==> src/rtl/pc_unit.sv <==
// pc_unit: RV32I fetch-stage program counter with prioritised redirects, epc and boot/run/halt control.
// Latency: redirect/trap visible on pc_out one cycle later; backpressure: stall holds pc_out, redirects override it.
module pc_unit #(
    parameter int unsigned        A_WIDTH      = 32,
    parameter logic [A_WIDTH-1:0] RESET_VECTOR = '0,
    parameter logic [A_WIDTH-1:0] TRAP_VECTOR  = A_WIDTH'(32'h0000_0100)
) (
    input  logic               clk,
    input  logic               rst,
    input  logic               stall,
    input  logic               trap_req,
    input  logic [A_WIDTH-1:0] trap_epc,
    input  logic               mret,
    input  logic               ex_branch_taken,
    input  logic [A_WIDTH-1:0] ex_branch_target,
    input  logic               id_jump,
    input  logic [A_WIDTH-1:0] id_jump_target,
    input  logic               halt_req,
    input  logic               resume,
    output logic [A_WIDTH-1:0] pc_out,
    output logic [A_WIDTH-1:0] pc_plus4,
    output logic               fetch_valid,
    output logic [A_WIDTH-1:0] epc,
    output logic               misalign_fault,
    output logic               halted
);

    localparam logic [1:0] ST_BOOT = 2'b00;
    localparam logic [1:0] ST_RUN  = 2'b01;
    localparam logic [1:0] ST_HALT = 2'b10;

    logic [1:0]         state_q, state_d;
    logic [A_WIDTH-1:0] pc_q, pc_d;
    logic [A_WIDTH-1:0] epc_q, epc_d;
    logic               fault_q, fault_d;

    logic               redir_vld;
    logic [A_WIDTH-1:0] redir_tgt;
    logic               redir_misalign;

    // EX redirect wins over ID: the ID jump belongs to a younger, squashed instruction.
    always_comb begin
        redir_vld      = ex_branch_taken | id_jump;
        redir_tgt      = ex_branch_taken ? ex_branch_target : id_jump_target;
        redir_misalign = |redir_tgt[1:0];
    end

    always_comb begin
        state_d = state_q;
        pc_d    = pc_q;
        epc_d   = epc_q;
        fault_d = 1'b0;
        case (state_q)
            ST_BOOT: begin
                state_d = ST_RUN;
            end
            ST_RUN: begin
                if (trap_req) begin
                    pc_d  = TRAP_VECTOR;
                    epc_d = trap_epc;
                end else if (mret) begin
                    pc_d = epc_q;
                end else if (redir_vld) begin
                    if (redir_misalign) begin
                        pc_d    = TRAP_VECTOR;
                        epc_d   = redir_tgt;
                        fault_d = 1'b1;
                    end else begin
                        pc_d = redir_tgt;
                    end
                end else if (halt_req) begin
                    state_d = ST_HALT;
                end else if (!stall) begin
                    pc_d = pc_q + A_WIDTH'(4);
                end
            end
            ST_HALT: begin
                if (resume) begin
                    state_d = ST_RUN;
                end
            end
            default: begin
                state_d = ST_BOOT;
            end
        endcase
    end

    always_ff @(posedge clk or posedge rst) begin
        if (rst) begin
            state_q <= ST_BOOT;
            pc_q    <= RESET_VECTOR;
            epc_q   <= '0;
            fault_q <= 1'b0;
        end else begin
            state_q <= state_d;
            pc_q    <= pc_d;
            epc_q   <= epc_d;
            fault_q <= fault_d;
        end
    end

    assign pc_out         = pc_q;
    assign pc_plus4       = pc_q + A_WIDTH'(4);
    assign epc            = epc_q;
    assign misalign_fault = fault_q;
    assign fetch_valid    = (state_q == ST_RUN);
    assign halted         = (state_q == ST_HALT);

endmodule

==> config.mk <==
export PLATFORM = sky130hd
export DESIGN_NAME = pc_unit
export DESIGN_NICKNAME = d
export VERILOG_FILES = /design/src/rtl/pc_unit.sv
export SDC_FILE = /design/constraint.sdc
export NUM_CORES = 1
export LEC_CHECK = 0
export CAP_MARGIN = 20
export CORE_ASPECT_RATIO = 1.1
export CORE_MARGIN = 3
export CORE_UTILIZATION = 44
export DETAILED_ROUTE_END_ITERATION = 16
export PLACE_DENSITY = 0.8
export SLEW_MARGIN = 20
export SYNTH_ARGS = -nofsm -noshare
export SYNTH_HDL_FRONTEND = slang
export SYNTH_SLANG_ARGS = --single-unit
export TNS_END_PERCENT = 5
==> constraint.sdc <==
create_clock -name clk -period 2.7 [get_ports clk]
set_clock_uncertainty 0.1 [all_clocks]
set_input_delay 0.675 -clock clk [delete_from_list [all_inputs] [get_ports clk]]
set_output_delay 0.675 -clock clk [all_outputs]
set_load 0.02 [all_outputs]
# Yosys cells after proc, flatten, opt, wreduce, memory -nomap -nowiden
# Cells that the tools add are included.
[op_classes]
addsub = 1
n_eq_ne = 10
reduce_logical = 7
bitwise_logic = 1
n_mux = 22
[ops]
columns = ["cell", "n"]
rows = [
  ["$mux W32", 11],
  ["$add A32 B3 Y32 const B", 1],
  ["$ne A2 B2 Y1 const B", 6],
  ["$mux W2", 5],
  ["$pmux W2 S3", 1],
  ["$mux W1", 5],
  ["$reduce_and A5 Y1", 1],
  ["$ne A4 B1 Y1 const B", 1],
  ["$ne A4 B3 Y1 const B", 1],
  ["$reduce_and A4 Y1", 1],
  ["$reduce_bool A2 Y1", 2],
  ["$reduce_and A3 Y1", 1],
  ["$eq A2 B1 Y1 const B", 1],
  ["$eq A2 B2 Y1 const B", 1],
  ["$logic_not A2 Y1", 1],
  ["$reduce_or A2 Y1", 1],
  ["$or A1 B1 Y1", 1],
]
[totals]
input_bits = 105
elab_cells = 45
output_inout_bits = 99
register_bits = 67

# Logic depth before layout (Yosys ltp)
# Gate-level depths: netlist of run 1.
[logic_depth]
depth_word = 7
depth_mapped = 8
ltp_nobuf = 6

# Least setup slack after synthesis of run 1
# No wires, ideal clock.
[synth_timing]
path_type = "register -> output"
start = "register pc_q[5] (netlist: pc_out[5])"
end = "output pc_plus4[29]"
path_slack_ps = -189
path_stages_with_launch = 6
t_arrival_ps = 2114
t_required_ps = 1925
n_path_buf = 1
path_cell_list = "dfrtp_1 -> nand4_2 -> or3_2 -> buf_2 -> or3_1 -> xnor2_1"
[synth_between]
elab_chain_cells = 1
[synth_lines]
columns = ["item", "line_no", "source"]
rows = [
  ["start: declaration", "33", "logic [A_WIDTH-1:0] pc_q, pc_d;"],
  ["start signal: assignment", "96", "pc_q <= pc_d;"],
  ["$add A32 B3 Y32", "103", "assign pc_plus4 = pc_q + A_WIDTH'(4);"],
  ["end: declaration", "21", "output logic [A_WIDTH-1:0] pc_plus4,"],
]
# Every way passes these cells.

# Worst setup path after layout of run 1
[layout_timing]
start = "register pc_q[13] (netlist: pc_out[13])"
end = "output pc_plus4[25]"
# The elaborated chain is that of the path after synthesis.

==> results of run 1 <==
metrics by stage:
stage	setup slack, ns	cell area [um^2]
2_1_floorplan	-0.0564	4840
5_1_grt	-0.210	8230
4_1_cts	-0.180	8140
3_5_place_dp	-0.338	7750
6_report	-0.131	8230
3_3_place_gp	-0.327	7750
tightest hold or removal path, delay by kind of cell, from the launching register on:
kind / cells / cell delay [ns]
DFF: 1 / 0.36
and+or+nand+nor: 1 / 0.05
AOI/OAI and AO/OA: 1 / 0.06
state kept, by name, indices dropped and copies added, names as in the netlist:
register / count
epc: 32
misalign_fault: 1
state_q: 2
pc_out: 32
power by group:
group / switching, mW / total, mW / internal (mW)
sequential: 0.119 / 1.25 / 1.13
combinational: 0.812 / 1.56 / 0.751
clock: 0.466 / 1.27 / 0.806
cell usage after synthesis (all sizes together), types with 7 or more instances:
cell / count
mux2i: 28
nor2: 59
inv: 8
nand2b: 11
dfrtp: 67
xor2: 9
nor3: 14
clkbuf: 25
nand4: 9
nor2b: 8
nand3: 13
a21oi: 42
xnor2: 14
o21ai: 71
a221oi: 7
nand2: 66
buf: 18
o31ai: 18
routing by layer:
layer	wire, um	track usage	vias up
met3	1810	0.0858	73
met2	10400	0.564	347
met1	7900	0.396	2876
met5	0	0	-
li1	-	-	2711
met4	758	0.147	0
worst max path at each step:
stage	to	slack, ns	cells after the start
2_1_floorplan	pc_plus4[27]	-0.06	6
3_3_place_gp	pc_plus4[29]	-0.33	5
3_5_place_dp	pc_plus4[29]	-0.34	5
4_1_cts	pc_plus4[22]	-0.18	8
5_1_grt	pc_plus4[25]	-0.21	6
6_report	pc_plus4[25]	-0.13	6
logic make-up (layout without fill, tap and decap cells):
family          Yosys count  after routing  synth area share
xor+xnor                 23             23            0.0421
mux                      34             34            0.0726
simple gates            217            217             0.226
buf+inv                  51            341            0.0559
compound gates          189            189             0.251
fa+ha+maj                 1              1           0.00261
flops                    67             67             0.350
cell type report:
type | instances | area share
sequential | 67 | 0.204
clock inverter | 5 | 0.00943
inverter | 8 | 0.00365
multi-input combinational | 464 | 0.376
timing repair buffer | 317 | 0.357
clock buffer | 11 | 0.0283
tap | 143 | 0.0217
repair_timing:
action	4_1_cts	5_1_grt
pin swaps	9	9
setup endpoints to repair	27	23
buffers inserted	2	1
gates resized for setup	127	34
==> results by group, run 1 <==
Global route
  • Largest net degree at the start of global routing: 68
  • Antenna violations before repair: 0
  • First-pass GRT wire length: 31500 um
  • Gr usage total: 0.331
  • Total global routing overflow: 0
  • Via count of the first global-routing pass: 5968

Routing
  • Antenna Nets Post-Route: 0
  • Routed wirelength normalized by instance count: 20.6 um
  • Via density: 5.92
  • Via count: 6007
  • Remaining DRCs: 0
  • Number of iterations in the first detailed-routing pass: 5
  • Number of DRC markers after the initial detailed-route iteration: 527
  • Final wirelength: 20900 um

Min path
  • Hold depth: 2
  • Min-Delay Path Class: flop to flop
  • Hold EP: epc[3]
  • Hold path startpoint: epc[3]

Setup path
  • RR Startpoint: pc_out[13]
  • Capture instance of the worst register-to-register path: pc_out[27]
  • Ordered list of cells on the worst path: nand4_1, or4_4, buf_6, o21ai_4, nand2b_1, buf_6
  • Worst Reg2Reg Path Length in Cells: 6
  • Crit path launch type: flop
  • Arrival time of data at the critical path endpoint: 2.06 ns
  • Stage delay of the slowest cell on the critical path: 0.62 ns
  • WS Path Type: flop to output port
  • Required @ worst endpoint: 1.92 ns
  • CP dominant cell by count: sky130_fd_sc_hd__buf_6
  • Kind of cell adding the most delay to the critical path: simple AND/OR/NAND/NOR gates
  • Crit path buffers/inverters: 2
  • Timing startpoint of the critical path: pc_out[13]
  • Worst path slowest cell: sky130_fd_sc_hd__or4_4
  • Kind of end point of the critical path: output port
  • Crit Path Max Fanout: 6
  • Flop2flop setup slack: 0.42 ns

Cells and area
  • Commonest non-fill, non-tap cell in the layout: sky130_fd_sc_hd__clkdlybuf4s50_1
  • Number of filler cells placed in the layout: 748
  • Footprint of the flip-flops and latches: 1680 um^2
  • Number of nets in the layout: 973
  • Commonest cells after routing, fill and taps aside: 174 x sky130_fd_sc_hd__clkdlybuf4s50_1, 112 x sky130_fd_sc_hd__buf_4, 66 x sky130_fd_sc_hd__o21ai_0, 63 x sky130_fd_sc_hd__dfrtp_1, 62 x sky130_fd_sc_hd__nand2_1
  • Non-filler cells, final: 1015
  • Number of inserted diodes: 0
  • Final core occ: 0.784
  • Relative area change from synthesis to final layout: 71.9%
  • Multi-input combinational cell area: 3090 um^2
  • Ratio of cells with drive above 1 in the final layout: 0.247

Clock tree
  • Clock latency reported for the late side of the worst-skew pair: 0.34 ns
  • TritonCTS clock tree: yes
  • Longest Clk Path Bufs: 2
  • Maximum level of the CTS H-tree: 3
  • Number of buffers inserted by hold repair at cts: 0
  • Cts bufs inserted: 9
  • CTS clk-pin slew, worst paths: 0.06 ns
  • TritonCTS sink count: 67
  • CTS root buf: sky130_fd_sc_hd__clkbuf_16

Placed design
  • Count of port buffers added during placement: 203
  • Sum of net half-perimeters after detailed placement: 15700 um
  • Number of placed cells counting well taps: 996
  • Final GP Congestion: 1.03

Floorplan
  • Die Height: 115 um
  • Core box area: 10500 um^2
  • Horizontal die dimension: 105 um
  • Ports: 204
  • Cell row count: 39
  • Initial core utilization: 0.456
  • Die Outline Area: 12200 um^2

Yosys
  • Number of distinct library cells after synthesis: 68
  • Post-Syn Nets: 688
  • Yosys top cell by area: sky130_fd_sc_hd__dfrtp_1
  • Commonest register cell after synthesis: sky130_fd_sc_hd__dfrtp_1
  • Count of flip-flops with a built-in enable after synthesis: 0
  • Post-synthesis average cell area: 8.23 um^2
  • Post-synth ARST share: 1.00
  • Flip-flop and latch count after synthesis: 67
  • Number of warnings reported in the yosys synthesis log: 0
  • Synth top area share: 0.350
  • Synthesized netlist cell count: 582
  • Sequential area share after synthesis: 0.350
  • Cell area after synthesis: 4790 um^2
  • Top post-synthesis cells by area: sky130_fd_sc_hd__dfrtp_1 35%, sky130_fd_sc_hd__o21ai_0 7.1%, sky130_fd_sc_hd__mux2i_1 5.9%

STA
  • Total Negative Setup Slacks: -0.909 ns
  • Final critical-path setup slack: -0.131 ns
  • Transition time at the pin with the least slew margin: 0.564 ns
  • Total of endpoints with negative setup slack in the final report: 14
  • Worst Hold Slack: 0.408 ns
  • Relative slew margins: 0.624
  • Final hold violation count: 0
  • RSZ-0062 raised after global routing: yes
  • Period utilisation layout: 1.05
  • Final Slew Violations: 0
  • Period minus WS final: 2.83 ns
  • Highest clock frequency the design can meet: 353 MHz

Pwr
  • Overall power consumption: 4.09 mW
  • Leakage dissipation: 3.58 nW
  • Pwr per Cell Area: 497 nW/um^2
  • Worst IR Drop VDD: 0.301 mV

Outcome
  • Violations in the final reports: negative setup slack
  • Outcome: complete, but fails checks

Flow run
  • Max capacitance violation total: 0
Power figures use the tool's default switching activity.
==> run 2, diff against run 1 <==
--- a/config.mk
+++ b/config.mk
@@ -6,11 +6,13 @@
 export NUM_CORES = 1
 export LEC_CHECK = 0
 export CAP_MARGIN = 20
+export CELL_PAD_IN_SITES_DETAIL_PLACEMENT = 1
+export CELL_PAD_IN_SITES_GLOBAL_PLACEMENT = 1
 export CORE_ASPECT_RATIO = 1.1
 export CORE_MARGIN = 3
-export CORE_UTILIZATION = 44
+export CORE_UTILIZATION = 31
 export DETAILED_ROUTE_END_ITERATION = 16
-export PLACE_DENSITY = 0.8
+export PLACE_DENSITY = 0.79
 export SLEW_MARGIN = 20
 export SYNTH_ARGS = -nofsm -noshare
 export SYNTH_HDL_FRONTEND = slang
==> run 2 against run 1 <==
  * The run still ends with negative setup slack left
  * Cell count rose by 5.4%
  * Flip-flop and latch count did not move
  * Via count rose by 0.27%
  * Sequential power barely moved
  * Non-clock buffer count rose by 3
  * Worst setup slack got worse by 0.067 ns
  * Die area rose by 39%
  * Register-to-register slack got worse by 0.09 ns
  * Critical path depth fell by 1
  * Wire length rose by 19%
  * Final area rose by 1.5%
  * Core utilization fell by 23 points
  * Highest routed layer unchanged
==> results by group, run 2 (synthesis gave the netlist of run 1 again) <==
Cells and area
  • Number of filler cells placed in the layout: 1738 (was 748)
  • Number of inserted diodes: 0 (unchanged)
  • Footprint of the flip-flops and latches: 1680 um^2 (unchanged)
  • Commonest non-fill, non-tap cell in the layout: sky130_fd_sc_hd__clkdlybuf4s50_1 (unchanged)
  • Number of nets in the layout: 976 (was 973)
  • Relative area change from synthesis to final layout: 74.4% (was 71.9%)
  • Multi-input combinational cell area: 3160 um^2 (was 3090 um^2)
  • Ratio of cells with drive above 1 in the final layout: 0.255 (was 0.247)
  • Non-filler cells, final: 1070 (was 1015)
  • Commonest cells after routing, fill and taps aside: 172 x sky130_fd_sc_hd__clkdlybuf4s50_1, 115 x sky130_fd_sc_hd__buf_4, 65 x sky130_fd_sc_hd__o21ai_0, 63 x sky130_fd_sc_hd__dfrtp_1, 62 x sky130_fd_sc_hd__nand2_1 (was 174 x sky130_fd_sc_hd__clkdlybuf4s50_1, 112 x sky130_fd_sc_hd__buf_4, 66 x sky130_fd_sc_hd__o21ai_0, 63 x sky130_fd_sc_hd__dfrtp_1, 62 x sky130_fd_sc_hd__nand2_1)

Setup path
  • Crit path launch type: flop (unchanged)
  • Kind of end point of the critical path: output port (unchanged)
  • Required @ worst endpoint: 1.92 ns (about the same)
  • Timing endpoint of the critical path: pc_plus4[19] (was pc_plus4[25])
  • Flop2flop setup slack: 0.33 ns (was 0.42 ns)
  • Capture instance of the worst register-to-register path: pc_out[27] (unchanged)
  • Worst path slowest cell: sky130_fd_sc_hd__or4_4 (unchanged)
  • Stages on worst setup path: 5 (was 6)
  • Crit Path Max Fanout: 6 (unchanged)
  • Stage delay of the slowest cell on the critical path: 0.65 ns (was 0.62 ns)
  • Ordered list of cells on the worst path: nand4_1, or4_4, or3_4, nand2_2, buf_6 (was nand4_1, or4_4, buf_6, o21ai_4, nand2b_1, buf_6)
  • Kind of cell adding the most delay to the critical path: simple AND/OR/NAND/NOR gates (unchanged)
  • RR Startpoint: pc_out[14] (was pc_out[13])
  • Arrival time of data at the critical path endpoint: 2.12 ns (was 2.06 ns)
  • Worst Reg2Reg Path Length in Cells: 6 (unchanged)
  • Timing startpoint of the critical path: pc_out[14] (was pc_out[13])
  • WS Path Type: flop to output port (unchanged)
  • Crit path buffers/inverters: 1 (was 2)

Floorplan
  • Horizontal die dimension: 125 um (was 105 um)
  • Core box area: 15100 um^2 (was 10500 um^2)
  • Cell row count: 47 (was 39)
  • Die Outline Area: 17000 um^2 (was 12200 um^2)
  • Initial core utilization: 0.317 (was 0.456)
  • Die Height: 136 um (was 115 um)
  • Ports: 204 (unchanged)

Outcome
  • Outcome: complete, but fails checks (unchanged)
  • Violations in the final reports: negative setup slack (unchanged)

Clock tree
  • CTS clk-pin slew, worst paths: 0.06 ns (about the same)
  • Number of buffers inserted by hold repair at cts: 0 (unchanged)
  • Longest Clk Path Bufs: 2 (unchanged)
  • TritonCTS sink count: 67 (unchanged)
  • Maximum level of the CTS H-tree: 3 (unchanged)
  • TritonCTS clock tree: yes (unchanged)
  • CTS root buf: sky130_fd_sc_hd__clkbuf_16 (unchanged)
  • Cts bufs inserted: 9 (unchanged)
  • Clock latency reported for the late side of the worst-skew pair: 0.34 ns (about the same)

Placed design
  • Number of placed cells counting well taps: 1047 (was 996)
  • Sum of net half-perimeters after detailed placement: 18800 um (was 15700 um)
  • Final GP Congestion: 0.937 (was 1.03)
  • Count of port buffers added during placement: 203 (unchanged)

Flow run
  • Max capacitance violation total: 0 (unchanged)

Routing
  • Number of iterations in the first detailed-routing pass: 5 (unchanged)
  • Antenna Nets Post-Route: 0 (unchanged)
  • Number of DRC markers after the initial detailed-route iteration: 409 (was 527)
  • Remaining DRCs: 0 (unchanged)
  • Via count: 6023 (was 6007)
  • Final wirelength: 24900 um (was 20900 um)
  • Via density: 5.63 (was 5.92)
  • Routed wirelength normalized by instance count: 23.3 um (was 20.6 um)

STA
  • Final critical-path setup slack: -0.198 ns (was -0.131 ns)
  • Highest clock frequency the design can meet: 345 MHz (was 353 MHz)
  • Final Slew Violations: 0 (unchanged)
  • Transition time at the pin with the least slew margin: 0.629 ns (was 0.564 ns)
  • Period minus WS final: 2.90 ns (was 2.83 ns)
  • Total of endpoints with negative setup slack in the final report: 12 (was 14)
  • Period utilisation layout: 1.07 (was 1.05)
  • Relative slew margins: 0.580 (was 0.624)
  • RSZ-0062 raised after global routing: yes (unchanged)
  • Final hold violation count: 0 (unchanged)

Global route
  • Highest-utilization routing layer at the global route stage: met2 (unchanged)
  • Total global routing overflow: 0 (unchanged)
  • Largest net degree at the start of global routing: 68 (unchanged)
  • Met1 Usage GRT: 0.337 (was 0.396)
  • Global Route met3 Usage: 0.0468 (was 0.0858)
  • Antenna violations before repair: 0 (unchanged)
  • Via count of the first global-routing pass: 6711 (was 5968)
  • Gr usage total: 0.288 (was 0.331)
  • First-pass GRT wire length: 38200 um (was 31500 um)
  • Met2 demand-to-capacity share in global routing: 0.520 (was 0.564)

Pwr
  • Overall power consumption: 4.06 mW (was 4.09 mW)
  • Pwr per Cell Area: 486 nW/um^2 (was 497 nW/um^2)
  • Leakage dissipation: 3.67 nW (was 3.58 nW)
  • Worst IR Drop VDD: 0.272 mV (was 0.301 mV)

Min path
  • Hold path startpoint: epc[7] (was epc[3])
  • Min-Delay Path Class: flop to flop (unchanged)
-- run 2: changes by cell type in the layout (fill, tap and decap cells not counted), sizes merged --
| cell | previous run | this run |
|---|---|---|
| clkinvlp | 1 | 0 |
| buf | 136 | 142 |
| clkdlybuf4s15 | 3 | 1 |
| clkdlybuf4s50 | 174 | 172 |
| bufinv | 2 | 1 |
| dlymetal6s2s | 0 | 1 |
| clkbuf | 12 | 13 |
-- run 2: layout make-up --
type / count / area share
Multi-Input combinational cell: 464 / 0.378
Timing Repair Buffer: 320 / 0.353
Sequential cell: 67 / 0.201
Clock buffer: 12 / 0.0295
Tap cell: 196 / 0.0294
Clock inverter: 3 / 0.00479
Inverter: 8 / 0.00360
-- run 2: repair_timing --
action | in CTS | in global routing
gates resized for setup | 153 | 26
setup endpoints to repair | 27 | 25
pin swaps | 8 | 6
buffers inserted | 8 | 0
-- run 2: how the worst min path moves through the flow --
stage                      end  slack [ns]  cells past startpoint
global placement       epc[17]        0.39                      2
floorplan           state_q[0]        0.38                      1
global route            epc[5]        0.44                      2
CTS                     epc[7]        0.40                      2
finish                  epc[7]        0.40                      2
detailed placement      epc[7]        0.39                      2
-- run 2: metrics by stage --
step	TNS (ns)	hold WS (ns)	worst slack, ns	cell area [um^2]	utilization
after detailed placement	-4.75	0.392	-0.419	7780	0.515
final	-1.27	0.403	-0.198	8350	0.553
after floorplan	-0.0988	0.375	-0.0564	4840	-
after global placement	-3.69	0.394	-0.350	7780	0.515
after CTS	-1.21	0.405	-0.137	8280	0.548
after global routing	-2.58	0.440	-0.264	8350	0.553
-- run 2: routing by layer --
layer,vias to the layer above,part of all wire
met5,-,0
met4,0,0.030
met3,57,0.044
met2,219,0.52
met1,3041,0.40
li1,2706,-
-- run 2: power breakdown --
| group | internal, mW | switching [mW] |
|---|---|---|
| Combinational | 0.751 | 0.857 |
| Clock | 0.733 | 0.458 |
| Sequential | 1.13 | 0.126 |
-- run 2: worst register-to-register path, cell delays in order (launching register included) --
cell                      delay (ns)
sky130_fd_sc_hd__dfrtp_1        0.38
sky130_fd_sc_hd__nand4_1        0.19
sky130_fd_sc_hd__or4_4          0.65
sky130_fd_sc_hd__buf_6          0.17
sky130_fd_sc_hd__or4_1          0.47
sky130_fd_sc_hd__a31oi_1        0.23
sky130_fd_sc_hd__a21o_1         0.12
==> run 3, diff against run 2 <==
--- a/config.mk
+++ b/config.mk
@@ -13,8 +13,8 @@
 export CORE_UTILIZATION = 31
 export DETAILED_ROUTE_END_ITERATION = 16
 export PLACE_DENSITY = 0.79
-export SLEW_MARGIN = 20
+export SLEW_MARGIN = 25
 export SYNTH_ARGS = -nofsm -noshare
 export SYNTH_HDL_FRONTEND = slang
 export SYNTH_SLANG_ARGS = --single-unit
-export TNS_END_PERCENT = 5
+export TNS_END_PERCENT = 100
==> run 3 against run 2 <==
  * The flow still finishes with violations (negative setup slack)
  * Critical path depth unchanged
  * Clock power increased by 12%
  * Final area increased by 2.9%
==> results by group, run 3 (synthesis gave the netlist of run 1 again) <==
Flow run
  • Max capacitance violation total: 0 (unchanged)

Setup path
  • Required @ worst endpoint: 1.92 ns (about the same)
  • Flop2flop setup slack: 0.35 ns (was 0.33 ns)
  • Kind of end point of the critical path: output port (unchanged)
  • Crit path launch type: flop (unchanged)
  • Arrival time of data at the critical path endpoint: 2.16 ns (was 2.12 ns)
  • Crit Path Max Fanout: 4 (was 6)
  • WS Path Type: flop to output port (unchanged)

Routing
  • Via density: 5.63 (about the same)
  • Antenna Nets Post-Route: 0 (unchanged)
  • Via count: 6084 (was 6023)
  • Remaining DRCs: 0 (unchanged)
  • Routed wirelength normalized by instance count: 23.2 um (was 23.3 um)
  • Final wirelength: 25000 um (was 24900 um)
  • Number of DRC markers after the initial detailed-route iteration: 406 (was 409)
  • Number of iterations in the first detailed-routing pass: 5 (unchanged)

Global route
  • Gr usage total: 0.285 (was 0.288)
  • Largest net degree at the start of global routing: 72 (was 68)
  • Total global routing overflow: 0 (unchanged)
  • Antenna violations before repair: 0 (unchanged)
  • First-pass GRT wire length: 38100 um (was 38200 um)
  • Via count of the first global-routing pass: 6615 (was 6711)

Cells and area
  • Commonest cells after routing, fill and taps aside: 172 x sky130_fd_sc_hd__clkdlybuf4s50_1, 121 x sky130_fd_sc_hd__buf_4, 65 x sky130_fd_sc_hd__o21ai_0, 60 x sky130_fd_sc_hd__nand2_1, 60 x sky130_fd_sc_hd__dfrtp_1 (was 172 x sky130_fd_sc_hd__clkdlybuf4s50_1, 115 x sky130_fd_sc_hd__buf_4, 65 x sky130_fd_sc_hd__o21ai_0, 63 x sky130_fd_sc_hd__dfrtp_1, 62 x sky130_fd_sc_hd__nand2_1)
  • Commonest non-fill, non-tap cell in the layout: sky130_fd_sc_hd__clkdlybuf4s50_1 (unchanged)
  • Ratio of cells with drive above 1 in the final layout: 0.280 (was 0.255)
  • Relative area change from synthesis to final layout: 79.5% (was 74.4%)
  • Non-filler cells, final: 1081 (was 1070)
  • Number of inserted diodes: 0 (unchanged)
  • Number of nets in the layout: 986 (was 976)

STA
  • Highest clock frequency the design can meet: 341 MHz (was 345 MHz)
  • Period minus WS final: 2.93 ns (was 2.90 ns)
  • Final Slew Violations: 0 (unchanged)
  • Period utilisation layout: 1.09 (was 1.07)
  • RSZ-0062 raised after global routing: yes (unchanged)
  • Total of endpoints with negative setup slack in the final report: 14 (was 12)
  • Final hold violation count: 0 (unchanged)
  • Relative slew margins: 0.473 (was 0.580)
  • Worst Hold Slack: 0.412 ns (was 0.403 ns)
  • Final critical-path setup slack: -0.230 ns (was -0.198 ns)
  • Transition time at the pin with the least slew margin: 0.791 ns (was 0.629 ns)

Clock tree
  • Longest Clk Path Bufs: 2 (unchanged)
  • TritonCTS sink count: 67 (unchanged)
  • CTS clk-pin slew, worst paths: 0.06 ns (about the same)
  • Cts bufs inserted: 9 (unchanged)
  • Clock latency reported for the late side of the worst-skew pair: 0.35 ns (was 0.34 ns)
  • CTS root buf: sky130_fd_sc_hd__clkbuf_16 (unchanged)
  • Number of buffers inserted by hold repair at cts: 0 (unchanged)
  • Maximum level of the CTS H-tree: 3 (unchanged)
  • TritonCTS clock tree: yes (unchanged)

Placed design
  • Number of placed cells counting well taps: 1046 (was 1047)
  • DP Worst Slack: -0.372 ns (was -0.419 ns)
  • Sum of net half-perimeters after detailed placement: 18400 um (was 18800 um)
  • Final GP Congestion: 0.914 (was 0.937)
  • Count of port buffers added during placement: 203 (unchanged)

Pwr
  • Leakage dissipation: 3.71 nW (was 3.67 nW)
  • Comb power frac: 0.389 (was 0.396)
  • Clock power share: 0.313 (was 0.293)
  • Worst IR Drop VDD: 0.277 mV (was 0.272 mV)
  • Power share of the sequential group: 0.298 (was 0.310)
  • Overall power consumption: 4.24 mW (was 4.06 mW)
  • Net switching power of the design: 1.51 mW (was 1.44 mW)
  • Internal Pwr Total: 2.74 mW (was 2.62 mW)
  • Pwr per Cell Area: 494 nW/um^2 (was 486 nW/um^2)
  • Net switching share of the total power: 0.355 (about the same)

Floorplan
  • Ports: 204 (unchanged)
  • Cell row count: 47 (unchanged)
  • Horizontal die dimension: 125 um (unchanged)
  • Core box area: 15100 um^2 (unchanged)
  • Die Height: 136 um (unchanged)
  • Initial core utilization: 0.317 (unchanged)
  • Die Outline Area: 17000 um^2 (unchanged)

Outcome
  • Outcome: complete, but fails checks (unchanged)
  • Violations in the final reports: negative setup slack (unchanged)

Min path
  • Min-Delay Path Class: flop to flop (unchanged)
-- run 3: layer usage --
| layer | up-vias | share of wire | wire length (um) | global-route usage |
|---|---|---|---|---|
| met1 | 3056 | 0.40 | 9990 | 0.347 |
| met5 | - | 0 | 0 | 0 |
| li1 | 2728 | - | - | - |
| met2 | 239 | 0.52 | 13100 | 0.512 |
| met4 | 0 | 0.033 | 821 | 0.115 |
| met3 | 61 | 0.044 | 1110 | 0.0365 |
-- run 3: path summary, 6_finish.rpt --
kind | end | from | cells past startpoint
max | pc_plus4[29] | pc_out[2] | 5
min | epc[4] | epc[4] | 2
max reg2reg | pc_out[27] | pc_out[13] | 7
min reg2reg | epc[4] | epc[4] | 2
max in group asynchronous | pc_out[11] | rst | 3
min in group asynchronous | epc[3] | rst | 3
-- run 3: power by group through the flow --
stage	clock (mW)	combinational [mW]	sequential, mW
4_1_cts	1.34	1.61	1.26
3_3_place_gp	0	1.53	1.26
3_5_place_dp	0	1.56	1.27
5_1_grt	1.39	1.74	1.28
6_report	1.33	1.65	1.27
2_1_floorplan	0	0.513	1.43
-- run 3: critical path, stage by stage, from the launching register on --
cell and delay (ns):
sky130_fd_sc_hd__dfrtp_1 0.41, sky130_fd_sc_hd__nand3_2 0.15, sky130_fd_sc_hd__or3_4 0.47, sky130_fd_sc_hd__or3_4 0.44, sky130_fd_sc_hd__xnor2_4 0.19, sky130_fd_sc_hd__buf_6 0.14
-- run 3: area by class of cell --
cell class | instances | area, um^2
inverter | 8 | 30.0
clock buffer | 9 | 225
multi-input combinational | 464 | 3230
fill | 1748 | 6520
sequential | 67 | 1690
clock inverter | 7 | 98.8
timing repair buffer | 330 | 3080
tap | 196 | 245
-- run 3: stage by stage --
step	cell area [um^2]	TNS, ns	utilization
2_1_floorplan	4840	-0.0238	-
3_3_place_gp	7770	-4.00	0.514
3_5_place_dp	7770	-5.04	0.514
4_1_cts	8400	-1.24	0.556
5_1_grt	8590	-3.12	0.569
6_report	8590	-1.67	0.569
-- run 3: timing repair --
item                                    in CTS  in global routing
gates cloned                                 0                  0
resized for setup                          181                 34
pin swaps                                   17                 24
endpoints found under the setup margin      28                 24
buffers inserted                            10                 11
